<file path="config.mk">
export PLATFORM = sky130hd
export DESIGN_NAME = preg_freelist_flat
export DESIGN_NICKNAME = d
export VERILOG_FILES = /design/src/rtl/preg_freelist_if.sv /design/src/rtl/preg_freelist.sv /design/src/flat_wrapper.sv
export SDC_FILE = /design/constraint.sdc
export NUM_CORES = 1
export LEC_CHECK = 0
export ABC_AREA = 1
export CAP_MARGIN = 40
export CORE_ASPECT_RATIO = 1.75
export CORE_MARGIN = 2
export CORE_UTILIZATION = 66
export DETAILED_ROUTE_END_ITERATION = 8
export PLACE_DENSITY = 0.94
export SLEW_MARGIN = 40
export SYNTH_ARGS = -nofsm -noshare
export SYNTH_HDL_FRONTEND = slang
export SYNTH_SLANG_ARGS = --single-unit
</file>
<file path="constraint.sdc">
create_clock -name clk -period 6.25 [get_ports clk]
set_clock_uncertainty 0.15 [all_clocks]
set_input_delay 1.25 -clock clk [delete_from_list [all_inputs] [get_ports clk]]
set_output_delay 1.25 -clock clk [all_outputs]
set_load 0.005 [all_outputs]
</file>
<file path="src/rtl/preg_freelist_if.sv">
// preg_freelist_if: allocate/free/squash bundle between rename, retire and the
// physical register free list.
//   slave  (free list): drives alloc_ready_o, alloc_preg_o, count_o, busy_o, err_o
//                       and samples alloc_valid_i, free_valid_i, free_preg_i, squash_i
//   master (pipeline) : the reverse directions
interface preg_freelist_if #(
  parameter int NPREG = 32,
  parameter int IDW   = $clog2(NPREG)
) ();
  logic           alloc_ready_o;
  logic           alloc_valid_i;
  logic [IDW-1:0] alloc_preg_o;
  logic           free_valid_i;
  logic [IDW-1:0] free_preg_i;
  logic           squash_i;
  logic [IDW:0]   count_o;
  logic           busy_o;
  logic           err_o;

  modport slave (
    output alloc_ready_o, alloc_preg_o, count_o, busy_o, err_o,
    input  alloc_valid_i, free_valid_i, free_preg_i, squash_i
  );

  modport master (
    input  alloc_ready_o, alloc_preg_o, count_o, busy_o, err_o,
    output alloc_valid_i, free_valid_i, free_preg_i, squash_i
  );
endinterface

</file>
<file path="src/rtl/preg_freelist.sv">
// preg_freelist: circular free list of physical register ids.
//   clk   : clock
//   rstn  : asynchronous active-low reset
//   bus   : preg_freelist_if.slave
//     alloc_ready_o/alloc_valid_i/alloc_preg_o : pop one id per cycle at head
//     free_valid_i/free_preg_i                 : push a retired id at tail
//     squash_i                                 : rebuild list (all ids free)
//     count_o                                  : number of free ids (registered)
//     busy_o                                   : sequential refill in progress
//     err_o                                    : sticky, free pushed while full
// After reset and after every squash the INIT walk writes list[i]=i for
// i=0..NPREG-1, one entry per cycle, then the list runs full.
module preg_freelist #(
  parameter int NPREG = 32
) (
  input  logic            clk,
  input  logic            rstn,
  preg_freelist_if.slave  bus
);
  localparam int IDW = $clog2(NPREG);

  localparam logic [IDW:0]   CNT_FULL = (IDW+1)'(NPREG);
  localparam logic [IDW:0]   CNT_LAST = (IDW+1)'(NPREG - 1);
  localparam logic [IDW:0]   CNT_ONE  = (IDW+1)'(1);
  localparam logic [IDW:0]   CNT_ZERO = (IDW+1)'(0);
  localparam logic [IDW-1:0] ID_ONE   = IDW'(1);
  localparam logic [IDW-1:0] ID_ZERO  = IDW'(0);

  typedef enum logic {
    ST_INIT = 1'b0,
    ST_RUN  = 1'b1
  } state_t;

  state_t         state_q;
  state_t         state_d;
  logic [IDW-1:0] list_q [NPREG];
  logic [IDW-1:0] head_q;
  logic [IDW-1:0] tail_q;
  logic [IDW:0]   count_q;
  logic [IDW:0]   init_idx_q;
  logic           err_q;

  logic           in_run;
  logic           pop;
  logic           push;
  logic           overflow;
  logic           init_write;

  // Event decode; squash masks every other event in its cycle.
  always_comb begin
    in_run     = (state_q == ST_RUN);
    pop        = in_run && !bus.squash_i && bus.alloc_valid_i && (count_q != CNT_ZERO);
    push       = in_run && !bus.squash_i && bus.free_valid_i  && (count_q != CNT_FULL);
    overflow   = in_run && !bus.squash_i && bus.free_valid_i  && (count_q == CNT_FULL);
    init_write = (state_q == ST_INIT) && !bus.squash_i;
  end

  // FSM state register.
  always_ff @(posedge clk or negedge rstn) begin
    if (!rstn) begin
      state_q <= ST_INIT;
    end else begin
      state_q <= state_d;
    end
  end

  // FSM next-state: leave INIT once the last id has been written.
  always_comb begin
    state_d = state_q;
    case (state_q)
      ST_INIT: begin
        if (bus.squash_i) begin
          state_d = ST_INIT;
        end else if (init_idx_q == CNT_LAST) begin
          state_d = ST_RUN;
        end else begin
          state_d = ST_INIT;
        end
      end
      ST_RUN: begin
        if (bus.squash_i) begin
          state_d = ST_INIT;
        end else begin
          state_d = ST_RUN;
        end
      end
      default: state_d = ST_INIT;
    endcase
  end

  // Pointers, occupancy, walk index and sticky error.
  always_ff @(posedge clk or negedge rstn) begin
    if (!rstn) begin
      head_q     <= ID_ZERO;
      tail_q     <= ID_ZERO;
      count_q    <= CNT_ZERO;
      init_idx_q <= CNT_ZERO;
      err_q      <= 1'b0;
    end else if (bus.squash_i) begin
      head_q     <= ID_ZERO;
      tail_q     <= ID_ZERO;
      count_q    <= CNT_ZERO;
      init_idx_q <= CNT_ZERO;
    end else if (state_q == ST_INIT) begin
      init_idx_q <= init_idx_q + CNT_ONE;
      if (init_idx_q == CNT_LAST) begin
        head_q  <= ID_ZERO;
        tail_q  <= ID_ZERO;
        count_q <= CNT_FULL;
      end
    end else begin
      if (pop) begin
        head_q <= head_q + ID_ONE;
      end
      if (push) begin
        tail_q <= tail_q + ID_ONE;
      end
      case ({pop, push})
        2'b10:   count_q <= count_q - CNT_ONE;
        2'b01:   count_q <= count_q + CNT_ONE;
        default: count_q <= count_q;
      endcase
      if (overflow) begin
        err_q <= 1'b1;
      end
    end
  end

  // List storage: the INIT walk writes identity ids, RUN writes freed ids at tail.
  always_ff @(posedge clk) begin
    if (init_write) begin
      list_q[init_idx_q[IDW-1:0]] <= init_idx_q[IDW-1:0];
    end else if (push) begin
      list_q[tail_q] <= bus.free_preg_i;
    end
  end

  // FSM outputs; ready depends only on registered state so a free into an
  // empty list is first grantable on the following cycle.
  always_comb begin
    bus.busy_o        = (state_q == ST_INIT);
    bus.alloc_ready_o = in_run && (count_q != CNT_ZERO);
    bus.alloc_preg_o  = list_q[head_q];
    bus.count_o       = count_q;
    bus.err_o         = err_q;
  end
endmodule

</file>
<file path="src/flat_wrapper.sv">
// flat-port wrapper written by rule: the top's interface ports become plain ports
module preg_freelist_flat 
#(
  parameter int NPREG = 32
)
  (clk, rstn, bus_alloc_ready_o, bus_alloc_preg_o, bus_count_o, bus_busy_o, bus_err_o, bus_alloc_valid_i, bus_free_valid_i, bus_free_preg_i, bus_squash_i);
  preg_freelist_if #(.NPREG(NPREG)) bus_i ();
  input  logic clk;
  input  logic rstn;
  output wire logic [$bits(bus_i.alloc_ready_o)-1:0] bus_alloc_ready_o;
  output wire logic [$bits(bus_i.alloc_preg_o)-1:0] bus_alloc_preg_o;
  output wire logic [$bits(bus_i.count_o)-1:0] bus_count_o;
  output wire logic [$bits(bus_i.busy_o)-1:0] bus_busy_o;
  output wire logic [$bits(bus_i.err_o)-1:0] bus_err_o;
  input wire logic [$bits(bus_i.alloc_valid_i)-1:0] bus_alloc_valid_i;
  input wire logic [$bits(bus_i.free_valid_i)-1:0] bus_free_valid_i;
  input wire logic [$bits(bus_i.free_preg_i)-1:0] bus_free_preg_i;
  input wire logic [$bits(bus_i.squash_i)-1:0] bus_squash_i;
  assign bus_alloc_ready_o = bus_i.alloc_ready_o;
  assign bus_alloc_preg_o = bus_i.alloc_preg_o;
  assign bus_count_o = bus_i.count_o;
  assign bus_busy_o = bus_i.busy_o;
  assign bus_err_o = bus_i.err_o;
  assign bus_i.alloc_valid_i = bus_alloc_valid_i;
  assign bus_i.free_valid_i = bus_free_valid_i;
  assign bus_i.free_preg_i = bus_free_preg_i;
  assign bus_i.squash_i = bus_squash_i;
  preg_freelist #(.NPREG(NPREG)) u_core (.clk(clk), .rstn(rstn), .bus(bus_i));
endmodule
</file>
Word-level counts from Yosys, hierarchy flattened. Memories as Yosys holds them, arrays and structs flattened. Index checks and enable logic that the tools add are counted.

Register bits after elaboration: 24. RAM bits: 160. Output and inout bits: 14. Logic and storage cells: 64. Memories: 1.

Add/sub/neg operators: 5. Equal/unequal tests: 9. Mux-type cells: 25. Bitwise operators: 2. Reductions and logical operators: 16.

Memory list: u_core.list_q (words 32, width 5, read ports 1, clocked after memory_dff 0, wr ports 1, line preg_freelist.sv:36) `logic [IDW-1:0] list_q [NPREG];`.

Operators with widths (count): two-way mux 5 bit (9); two-way mux 6 bit (5); adder 6 x 1 -> 6 bit (second input constant) (2); case mux 6 bit (2 select lines) (1); adder 5 x 1 -> 5 bit (second input constant) (2); two-way mux 1 bit (9); logical AND 1 bit (8); == test 6 x 5 -> 1 bit (second input constant) (1); == test 6 bit (second input constant) (1); inequality test 3 bit (second input constant) (2); inequality test 6 bit (second input constant) (1); AND reduction 2 bit (3); nonzero test 6 bit (1); subtractor 6 x 1 -> 6 bit (second input constant) (1); OR reduction 5 bit (1); inequality test 4 bit (second input constant) (1); AND reduction 3 bit (1); nonzero test 3 bit (1); == test 2 x 1 -> 1 bit (second input constant) (1); == test 2 bit (second input constant) (1); inequality test 2 bit (second input constant) (1); NOT 1 bit (2); case mux 1 bit (2 select lines) (1); logical NOT 1 bit (1).

Logic depth before layout (Yosys ltp). Gate-level depths: netlist of the first run.

Depth in word-level cells: 9. Depth in mapped cells: 16. Depth with buffers taken out: 16.

Worst setup path after synthesis of the first run. No wires, ideal clock.

Kind: input -> register. Start point: input port bus_squash_i. End point: register u_core.count_q[3] (netlist: u_core.bus.count_o[3]). Arrival time: 2.799 ns. Data required time: 6.017 ns. Path slack: 3.218 ns. Cell stages on the path: 11. Path buffers: 0. Cells stage by stage: inv_2 > nand2_4 > nor2_1 > nand2_1 > nand3_1 > ha_1 > a21oi_1 > o21ai_0 > a21oi_1 > o21ai_0 > o21ai_0.

Cells in the longest elaborated chain, start to end: 8.

Ends and longest elaborated chain: start, declared (line flat_wrapper.sv:18) `input wire logic [$bits(bus_i.squash_i)-1:0] bus_squash_i;`; logical NOT 1 bit (line preg_freelist.sv:52, preg_freelist.sv:53); logical AND 1 bit (line preg_freelist.sv:52, preg_freelist.sv:53); logical AND 1 bit, on equally long branches (2 in a row) (line preg_freelist.sv:53, preg_freelist.sv:52); == test 2 x 1 -> 1 bit or == test 2 bit (tied branches) (line preg_freelist.sv:118) `case ({pop, push})`; case mux 6 bit (2 select lines) (line preg_freelist.sv:118); two-way mux 6 bit (line preg_freelist.sv:104) `end else if (state_q == ST_INIT) begin`; two-way mux 6 bit (line preg_freelist.sv:99) `end else if (bus.squash_i) begin`; end signal, assigned (line preg_freelist.sv:119) `2'b10: count_q <= count_q - CNT_ONE;`; end signal, assigned (line preg_freelist.sv:120) `2'b01: count_q <= count_q + CNT_ONE;`; end signal, assigned (line preg_freelist.sv:121) `default: count_q <= count_q;`; end, declared (line preg_freelist.sv:39) `logic [IDW:0] count_q;`.

Parallel ways exist; a longest one is shown, timed or not. A chain may end at the register's enable or synchronous reset.

Final worst setup path of the first run.
Start point: register u_core.head_q[0]. End point: output port bus_alloc_preg_o[4].

Cells in the longest elaborated chain, start to end: 1.

Ends and longest elaborated chain: start, declared (line preg_freelist.sv:37) `logic [IDW-1:0] head_q;`; start signal, assigned (line preg_freelist.sv:113) `head_q <= head_q + ID_ONE;`; memory (32 x 5 bit); end, declared (line flat_wrapper.sv:11) `output wire logic [$bits(bus_i.alloc_preg_o)-1:0] bus_alloc_preg_o;`.

Every way passes these cells.

==> results of run 1 <==
-- state kept, by name, summed over array words and instances, names as in the netlist --
register	count
u_core.list_q	160
u_core.bus.count_o	6
u_core.init_idx_q	6
u_core.head_q	5
u_core.tail_q	5
u_core.bus.err_o	1
u_core.in_run	1
-- layout make-up --
cell class                      count  area (µm²)  area share [%]
Sequential cell                   184        5410            60.0
Multi-Input combinational cell    487        2360            26.2
Clock buffer                       17         425            4.72
Timing Repair Buffer               32         300            3.33
Tap cell                          165         206            2.29
Inverter                           46         183            2.03
Clock inverter                     15         131            1.46
-- how the worst max path moves through the flow --
stage,from,endpoint,cells after the start
finish,u_core.head_q[0]$_DFFE_PN0P_,bus_alloc_preg_o[4],10
global route,u_core.head_q[0]$_DFFE_PN0P_,bus_alloc_preg_o[4],10
CTS,u_core.head_q[0]$_DFFE_PN0P_,bus_alloc_preg_o[2],9
detailed placement,bus_squash_i,u_core.list_q[4][0]$_DFFE_PP_,12
global placement,bus_squash_i,u_core.list_q[2][3]$_DFFE_PP_,11
floorplan,bus_squash_i,u_core.bus.count_o[3]$_DFFE_PN0P_,11
-- synth_stat cells (2+ instances only) --
library cell	number
o22ai_1	7
a21oi_1	23
ha_1	7
buf_2	7
nor2_2	4
nand2_1	89
nor3_1	5
o211ai_1	21
clkbuf_1	21
nor4_1	2
nand3_1	25
o21ai_0	109
dfrtp_1	24
nor2_1	165
o21ai_2	3
o21a_1	2
nand2_2	4
nand3b_1	3
nand2_4	3
o21ai_1	2
edfxtp_1	160
xor2_1	2
inv_1	42
-- per-stage QoR --
stage / instances / util (%) / power [W]
finish: 946 / 75.1 / 0.00278
CTS: 945 / 75.0 / 0.00277
global placement: 913 / 70.3 / 0.00178
global route: 946 / 75.1 / 0.00284
detailed placement: 913 / 70.3 / 0.00178
floorplan: 748 / - / 0.00164
-- placed cells by master, fill, tap and decap left out, drive strengths merged, types with 7 or more instances in the layout --
cell,Yosys,final
o21ai,115,115
buf,10,10
clkdlybuf4s50,0,22
ha,7,7
clkbuf,21,17
o211ai,21,21
nor2,170,170
o22ai,7,7
dfrtp,24,24
nand3,26,26
a21oi,23,23
nand2,96,96
edfxtp,160,160
inv,44,52
-- critical path: stages, from the launching register on --
cell             delay (ns)
dfrtp_2                0.37
buf_4                  0.68
nor2_1                 0.18
nor2_1                 0.19
o21ai_0                0.12
o211ai_1               0.12
nand3_1                0.15
nand3b_1               0.15
nand2_1                0.16
inv_1                  0.09
clkdlybuf4s50_1        0.49
-- power by group --
part,switching (W),internal (W),total (W)
Sequential,0.0000193,0.00146,0.00148
Clock,0.000491,0.000523,0.00101
Combinational,0.000221,0.0000682,0.000289
-- per-layer routing --
layer | part of all wire (%) | GRT usage (%) | up-vias
met2 | 53 | 57.6 | 505
met5 | 0 | 0 | -
met3 | 9.6 | 6.91 | 116
met4 | 6.3 | 21.5 | 0
li1 | - | - | 2655
met1 | 32 | 37.7 | 2878
-- logic make-up (layout without fill, tap and decap cells) --
family                     Yosys count  in the layout  share of synthesized area [%]
and+or+nand+nor                    304            304                           15.7
DFF                                184            184                           66.9
AOI/OAI and AO/OA                  173            173                           12.0
buffers and inverters               77            110                           3.95
adders and majority gates            8              8                           1.33
xor gates and xnor gates             2              2                          0.217
==> flow_metrics.tcl, run 1 <==
set metrics [dict create \
    synth-seq-cells 184 \
    r2r_end "u_core.list_q[10][2]$_DFFE_PP_" \
    cts_resized 0 \
    ys_top_cells_by_area "edfxtp_1 (59%), nor2_1 (7.7%), dfrtp_1 (7.4%), o21ai_0 (6.8%), nand2_1 (4.1%)" \
    clk_pin_slew_ns 0.07 \
    dpl_cell_area_um2 8440 \
    synth_cell_types 41 \
    fin_crit_sh_pct 72.8 \
    syn-mean-instance-area_um2 10.8 \
    overflow 0 \
    cp_max_fo 85 \
    hold_path_end "u_core.bus.err_o$_DFFE_PN0P_" \
    critical_path_class "flop to primary output" \
    n_antenna_cell 0 \
    netlist_instances 748 \
    period_needed_ns 4.55 \
    syn-num-nets 766 \
    cts.sinks 184 \
    drc 0 \
    clockBufferDepth 2 \
    routed_wl_mm 20.9 \
    status "complete, no violations" \
    grt_pass1_vias 6066 \
    drive_gt1_share_pct 8.32 \
    fmax_ghz 0.220 \
    fp-row-count 53 \
    htreeDepth 4 \
    insertion_delay_ns 0.44 \
    cp.arrival_ns 3.15 \
    synth_edf_count 160 \
    ff2ff_path_depth 9 \
    finalHoldWorstSlack_ns 0.337 \
    power.density_nw_per_um2 308 \
    die_h_um 150 \
    ctsHoldBuffers 0 \
    final_max_slew_viol_count 0 \
    grt_pass1_wl_mm 32.0 \
    grt_max_degree 86 \
    rsz0062_at_grt "no" \
    area.growth.synth_to_final_pct 11.5 \
    worst_slack_ns 1.70 \
    dr.pass1.iters 6 \
    floorplan.initialDensity_pct 67.3 \
    worst_pin_slew_ns 0.846 \
    routedWlPerCell_um 22.1 \
    finalSetupTns_ns 0 \
    cp-start-kind "flop" \
    reg2reg_slack_ns 3.25 \
    hold_viol 0 \
    yosysWarnings 0 \
    dpl.hpwl_mm 12.5 \
    antenna_found_initial 0 \
    async_flop_share_pct 13.0 \
    vias_per_cell 6.51 \
    crit_required_ns 4.85 \
    syn_area_um2 8080 \
    setup_viol 0 \
    port_buffers 23 \
    drt_iter0_markers 928 \
    synth_top_area_share_pct 59.5 \
    cts-root-buf "clkbuf_16" \
    cts_tree "done" \
    cap_viol_max_count 0 \
    place_ws_ns 1.97 \
    final_area_um2 9010 \
    synth-seq-area-share_pct 66.9 \
    yosysTopAreaCell "edfxtp_1" \
    endpoint_kind "primary output" \
    io_pins 24 \
    hold_path_class "flop to flop" \
    fp.dieArea_um2 13200 \
    nNetsFinal 786 \
    fillers 678 \
    p_leak_nw 3.28 \
    hold_depth 1 \
    postRouteAntennaNets 0 \
    synth_ff_type "edfxtp_1" \
    gp_congestion 0.929 \
    r2r_start "u_core.bus.count_o[1]$_DFFE_PN0P_" \
    cts_buffers 17 \
    dieWidth_um 87.6 \
    vdd.ir_drop.worst_mv 0.379 \
    maxSlewHeadroom_pct 43.6 \
    grt_use_total_pct 33.7 \
    cts_setup_buffers 0 \
    vias 6154 \
    core_um2 12000 \
    min_from "u_core.bus.err_o$_DFFE_PN0P_" \
]
(Power assumes the default switching activity.)
==> run 2: changes to the inputs <==
--- a/config.mk
+++ b/config.mk
@@ -9,9 +9,9 @@
 export CAP_MARGIN = 40
 export CORE_ASPECT_RATIO = 1.75
 export CORE_MARGIN = 2
-export CORE_UTILIZATION = 66
+export CORE_UTILIZATION = 55
 export DETAILED_ROUTE_END_ITERATION = 8
-export PLACE_DENSITY = 0.94
+export PLACE_DENSITY = 0.84
 export SLEW_MARGIN = 40
 export SYNTH_ARGS = -nofsm -noshare
 export SYNTH_HDL_FRONTEND = slang
==> constraint.sdc (replaced) <==
create_clock -name clk -period 3.98 [get_ports clk]
set_clock_uncertainty 0.15 [all_clocks]
set_input_delay 0.796 -clock clk [delete_from_list [all_inputs] [get_ports clk]]
set_output_delay 0.796 -clock clk [all_outputs]
set_load 0.005 [all_outputs]
==> flow_metrics.tcl, run 2 (synthesis gave the netlist of run 1 again) <==
set metrics [dict create \
    status "complete, no violations" \
    min_from "u_core.bus.err_o$_DFFE_PN0P_" \
    fp.dieArea_um2 15700 \
    cp-startpoint "u_core.head_q[0]$_DFFE_PN0P_" \
    layout.area.seq_um2 5410 \
    cp.arrival_ns 2.80 \
    hold_path_class "flop to flop" \
    reg2reg_slack_ns 1.05 \
    postRouteAntennaNets 0 \
    drc 0 \
    pwr-share-clk_pct 37.5 \
    rsz0062_at_grt "no" \
    p_int_w 0.00334 \
    drive_gt1_share_pct 8.42 \
    dieWidth_um 95.6 \
    endpoint_kind "primary output" \
    gp_congestion 0.928 \
    dpl.hpwl_mm 12.2 \
    cap_viol_max_count 0 \
    grt_pass1_wl_mm 28.4 \
    floorplan.initialDensity_pct 56.2 \
    fmax_ghz 0.267 \
    largest_register_ffs 160 \
    clk_pin_slew_ns 0.07 \
    power.density_nw_per_um2 488 \
    route.top_layer_used "met4" \
    cts_resized 0 \
    top_register "u_core.list_q" \
    vias_per_cell 5.97 \
    place_ws_ns 0.291 \
    net-switching-power_w 0.00110 \
    power.share.sequential_pct 52.1 \
    maxSlewHeadroom_pct 50.7 \
    wl_met1_mm 6.32 \
    cts-root-buf "clkbuf_16" \
    worst_pin_slew_ns 0.739 \
    insertion_delay_ns 0.43 \
    drt_iter0_markers 609 \
    dr.pass1.iters 5 \
    fillers 1004 \
    routedWlPerCell_um 19.4 \
    cts.sinks 184 \
    overflow 0 \
    cp_max_fo 40 \
    worst_slack_ns 0.231 \
    dr_wl_met2_mm 10.3 \
    multi_input_area_um2 2360 \
    cts_setup_buffers 0 \
    fp-row-count 58 \
    period_needed_ns 3.75 \
    cts_buffers 17 \
    cts_tree "done" \
    fin_crit_sh_pct 94.2 \
    vias 5754 \
    power_switching_share_pct 24.7 \
    hold_viol 0 \
    htreeDepth 4 \
    final_max_slew_viol_count 0 \
    pwr-share-comb_pct 10.4 \
    nNetsFinal 789 \
    port_buffers 23 \
    grt_pass1_vias 5661 \
    antenna_found_initial 0 \
    critical_path_class "flop to primary output" \
    grt_max_degree 60 \
    vdd.ir_drop.worst_mv 0.391 \
    wl_met3_mm 1.09 \
    p_leak_nw 3.31 \
    layout_common_cells "nor2_1 (165), edfxtp_1 (160), o21ai_0 (109)" \
    n_antenna_cell 0 \
    core_um2 14400 \
    ctsHoldBuffers 0 \
    r2r_start "u_core.bus.count_o[1]$_DFFE_PN0P_" \
    setup_viol 0 \
    crit_required_ns 3.03 \
    die_h_um 164 \
    io_pins 24 \
    clockBufferDepth 2 \
    grt_use_total_pct 25.1 \
    finalSetupTns_ns 0 \
    layout_commonest_cell "nor2_1" \
    cp-start-kind "flop" \
    routed_wl_mm 18.7 \
    area.growth.synth_to_final_pct 12.6 \
]
[run 2: final cells by class]
| type | count | share of cell area (%) |
|---|---|---|
| sequential | 184 | 59.4 |
| clock inverter | 14 | 1.80 |
| clock buffer | 18 | 4.72 |
| timing repair buffer | 35 | 3.66 |
| multi-input combinational | 487 | 25.9 |
| inverter | 46 | 2.01 |
| tap | 180 | 2.48 |
[run 2: path summary, 6_finish.rpt]
kind / end / cells past startpoint
min: u_core.bus.err_o$_DFFE_PN0P_ / 1
max: bus_alloc_preg_o[4] / 9
max reg2reg: u_core.list_q[10][3]$_DFFE_PP_ / 9
min reg2reg: u_core.bus.err_o$_DFFE_PN0P_ / 1
max in group asynchronous: u_core.head_q[0]$_DFFE_PN0P_ / 2
min in group asynchronous: u_core.bus.count_o[0]$_DFFE_PN0P_ / 2
[run 2: critical path, stage by stage, from the launching register on]
cell and delay, ns:
dfrtp_2 0.42, inv_2 0.34, buf_12 0.26, nor2_1 0.09
o21ai_0 0.30, o211ai_1 0.18, nand2_1 0.12, nand2_1 0.11
inv_1 0.07, clkdlybuf4s50_1 0.49
[run 2: power by group through the flow]
stage | registers (W) | clock network, W | logic, W
after floorplan | 0.00235 | 0 | 0.000221
after global placement | 0.00235 | 0 | 0.000455
after detailed placement | 0.00235 | 0 | 0.000460
after CTS | 0.00231 | 0.00166 | 0.000462
after global routing | 0.00232 | 0.00173 | 0.000509
final | 0.00231 | 0.00167 | 0.000462
[run 2: per-stage QoR]
step	power, W	instances	cell area (µm²)	util, %	hold slack (ns)
floorplan	0.00257	748	8080	-	0.318
global placement	0.00281	932	8500	59.2	0.375
detailed placement	0.00281	932	8500	59.2	0.359
CTS	0.00443	964	9100	63.3	0.384
global route	0.00456	964	9100	63.3	0.392
finish	0.00444	964	9100	63.3	0.377
[run 2: metal layers]
metal	GRT usage [%]	vias to the layer above
li1	-	2653
met1	26.0	2695
met2	45.4	313
met3	5.09	93
met4	14.8	0
met5	0	-
==> run 3: changes to the inputs <==
--- a/config.mk
+++ b/config.mk
@@ -8,10 +8,10 @@
 export ABC_AREA = 1
 export CAP_MARGIN = 40
 export CORE_ASPECT_RATIO = 1.75
-export CORE_MARGIN = 2
-export CORE_UTILIZATION = 55
+export CORE_MARGIN = 3
+export CORE_UTILIZATION = 61
 export DETAILED_ROUTE_END_ITERATION = 8
-export PLACE_DENSITY = 0.84
+export PLACE_DENSITY = 0.88
 export SLEW_MARGIN = 40
 export SYNTH_ARGS = -nofsm -noshare
 export SYNTH_HDL_FRONTEND = slang
==> constraint.sdc (replaced) <==
create_clock -name clk -period 4.1 [get_ports clk]
set_clock_uncertainty 0.15 [all_clocks]
set_input_delay 0.82 -clock clk [delete_from_list [all_inputs] [get_ports clk]]
set_output_delay 0.82 -clock clk [all_outputs]
set_load 0.005 [all_outputs]
==> flow_metrics.tcl, run 3 (synthesis gave the netlist of run 1 again) <==
set metrics [dict create \
    status "complete, no violations" \
    reg2reg_slack_ns 1.16 \
    overflow 0 \
    crit_required_ns 3.13 \
    path_cells "buf_4 -> clkinvlp_4 -> nor2_1 -> o21ai_0 -> a21oi_1 -> nor2_1 -> nand2_1 -> nand2_1 -> inv_1 -> clkdlybuf4s50_1" \
    dr.pass1.iters 6 \
    critical_path_class "flop to primary output" \
    ctsHoldBuffers 0 \
    r2r_start "u_core.bus.count_o[1]$_DFFE_PN0P_" \
    period_needed_ns 3.92 \
    core_um2 12900 \
    cap_viol_max_count 0 \
    die_h_um 158 \
    p_int_w 0.00318 \
    dpl.hpwl_mm 12.6 \
    drt_iter0_markers 880 \
    vias_per_cell 6.20 \
    vdd.ir_drop.worst_mv 0.391 \
    power.share.sequential_pct 52.8 \
    r2r_end "u_core.list_q[23][2]$_DFFE_PP_" \
    cts-root-buf "clkbuf_16" \
    cp_max_fo 24 \
    power_switching_share_pct 25.4 \
    routed_wl_mm 19.5 \
    nNetsFinal 789 \
    area.growth.synth_to_final_pct 12.0 \
    clk_pin_slew_ns 0.06 \
    fin_total_pwr_w 0.00426 \
    finalSetupTns_ns 0 \
    cp-startpoint "u_core.head_q[1]$_DFFE_PN0P_" \
    cts_buffers 17 \
    pwr-share-clk_pct 36.7 \
    grt_use_total_pct 27.6 \
    cp.arrival_ns 2.95 \
    pwr-share-comb_pct 10.4 \
    power.density_nw_per_um2 470 \
    cpMaxStageDelayCell "clkdlybuf4s50_1" \
    postRouteAntennaNets 0 \
    ff2ff_path_depth 9 \
    dieWidth_um 93.0 \
    endpoint_kind "primary output" \
    layout_commonest_cell "nor2_1" \
    final_area_um2 9050 \
    top_register "u_core.list_q" \
    setup_viol 0 \
    gp_congestion 0.999 \
    io_pins 24 \
    fin_crit_sh_pct 95.6 \
    cp_slowest_stage_delay_ns 0.49 \
    vias 5918 \
    clockBufferDepth 2 \
    cts_setup_buffers 0 \
    insertion_delay_ns 0.43 \
    place_ws_ns 0.359 \
    drc 0 \
    htreeDepth 4 \
    fmax_ghz 0.255 \
    fp-row-count 55 \
    cts_resized 0 \
    grt_pass1_vias 5982 \
    worst_pin_slew_ns 0.660 \
    largest_register_ffs 160 \
    final_max_slew_viol_count 0 \
    maxSlewHeadroom_pct 56.0 \
    cp-start-kind "flop" \
    dpl_cell_area_um2 8480 \
    cts.sinks 184 \
    fp.dieArea_um2 14700 \
    antenna_found_initial 0 \
    layout_common_cells "nor2_1 (165), edfxtp_1 (160), o21ai_0 (109)" \
    grt_pass1_wl_mm 30.0 \
    grt_max_degree 45 \
    rsz0062_at_grt "no" \
    worst_slack_ns 0.179 \
    p_leak_nw 3.29 \
    hold_path_class "flop to flop" \
    drive_gt1_share_pct 8.42 \
    port_buffers 23 \
    routedWlPerCell_um 20.4 \
    cts_tree "done" \
    net-switching-power_w 0.00108 \
    hold_viol 0 \
    floorplan.initialDensity_pct 62.5 \
    n_antenna_cell 0 \
    endpoint "bus_alloc_preg_o[4]" \
]
==> run 3: routing by layer <==
layer / up-vias / part of all wire [%] / track usage [%]
met2: 386 / 55 / 51.6
li1: 2647 / - / -
met3: 87 / 6.7 / 4.92
met5: - / 0 / 0
met4: 0 / 5.5 / 16.4
met1: 2798 / 33 / 28.4
==> run 3: final cells by class <==
type                            instances  area, µm²
Sequential cell                       184       5410
Fill cell                             836       3890
Multi-Input combinational cell        487       2360
Clock buffer                           18        429
Timing Repair Buffer                   35        320
Tap cell                              171        214
Inverter                               46        186
Clock inverter                         14        136
==> run 3: worst max-delay path: cells and delay by family, from the launching register on <==
kind                   cells  cell delay [ns]
AOI/OAI and AO/OA          2             0.37
buffers and inverters      4             1.28
DFF                        1             0.38
and+or+nand+nor            4             0.50
==> run 3: worst min-delay path by stage <==
stage / startpoint / to / slack [ns] / cells after the start
after global routing: u_core.bus.err_o$_DFFE_PN0P_ / u_core.bus.err_o$_DFFE_PN0P_ / 0.38 / 1
after detailed placement: u_core.bus.err_o$_DFFE_PN0P_ / u_core.bus.err_o$_DFFE_PN0P_ / 0.34 / 1
final: u_core.bus.err_o$_DFFE_PN0P_ / u_core.bus.err_o$_DFFE_PN0P_ / 0.36 / 1
after global placement: u_core.bus.err_o$_DFFE_PN0P_ / u_core.bus.err_o$_DFFE_PN0P_ / 0.34 / 1
after floorplan: u_core.bus.err_o$_DFFE_PN0P_ / u_core.bus.err_o$_DFFE_PN0P_ / 0.32 / 1
after CTS: u_core.bus.err_o$_DFFE_PN0P_ / u_core.bus.err_o$_DFFE_PN0P_ / 0.37 / 1
==> run 3: metrics by stage <==
| step | hold WS, ns | std cells | util [%] |
|---|---|---|---|
| 2_1_floorplan | 0.318 | 748 | - |
| 3_3_place_gp | 0.338 | 923 | 65.6 |
| 3_5_place_dp | 0.342 | 923 | 65.6 |
| 4_1_cts | 0.365 | 955 | 69.9 |
| 5_1_grt | 0.385 | 955 | 70.0 |
| 6_report | 0.362 | 955 | 70.0 |
==> run 3: power by group through the flow <==
stage | Sequential [W] | Clock (W) | Combinational, W
detailed placement | 0.00229 | 0 | 0.000436
finish | 0.00225 | 0.00156 | 0.000444
floorplan | 0.00228 | 0 | 0.000215
CTS | 0.00225 | 0.00155 | 0.000439
global placement | 0.00228 | 0 | 0.000427
global route | 0.00225 | 0.00166 | 0.000471
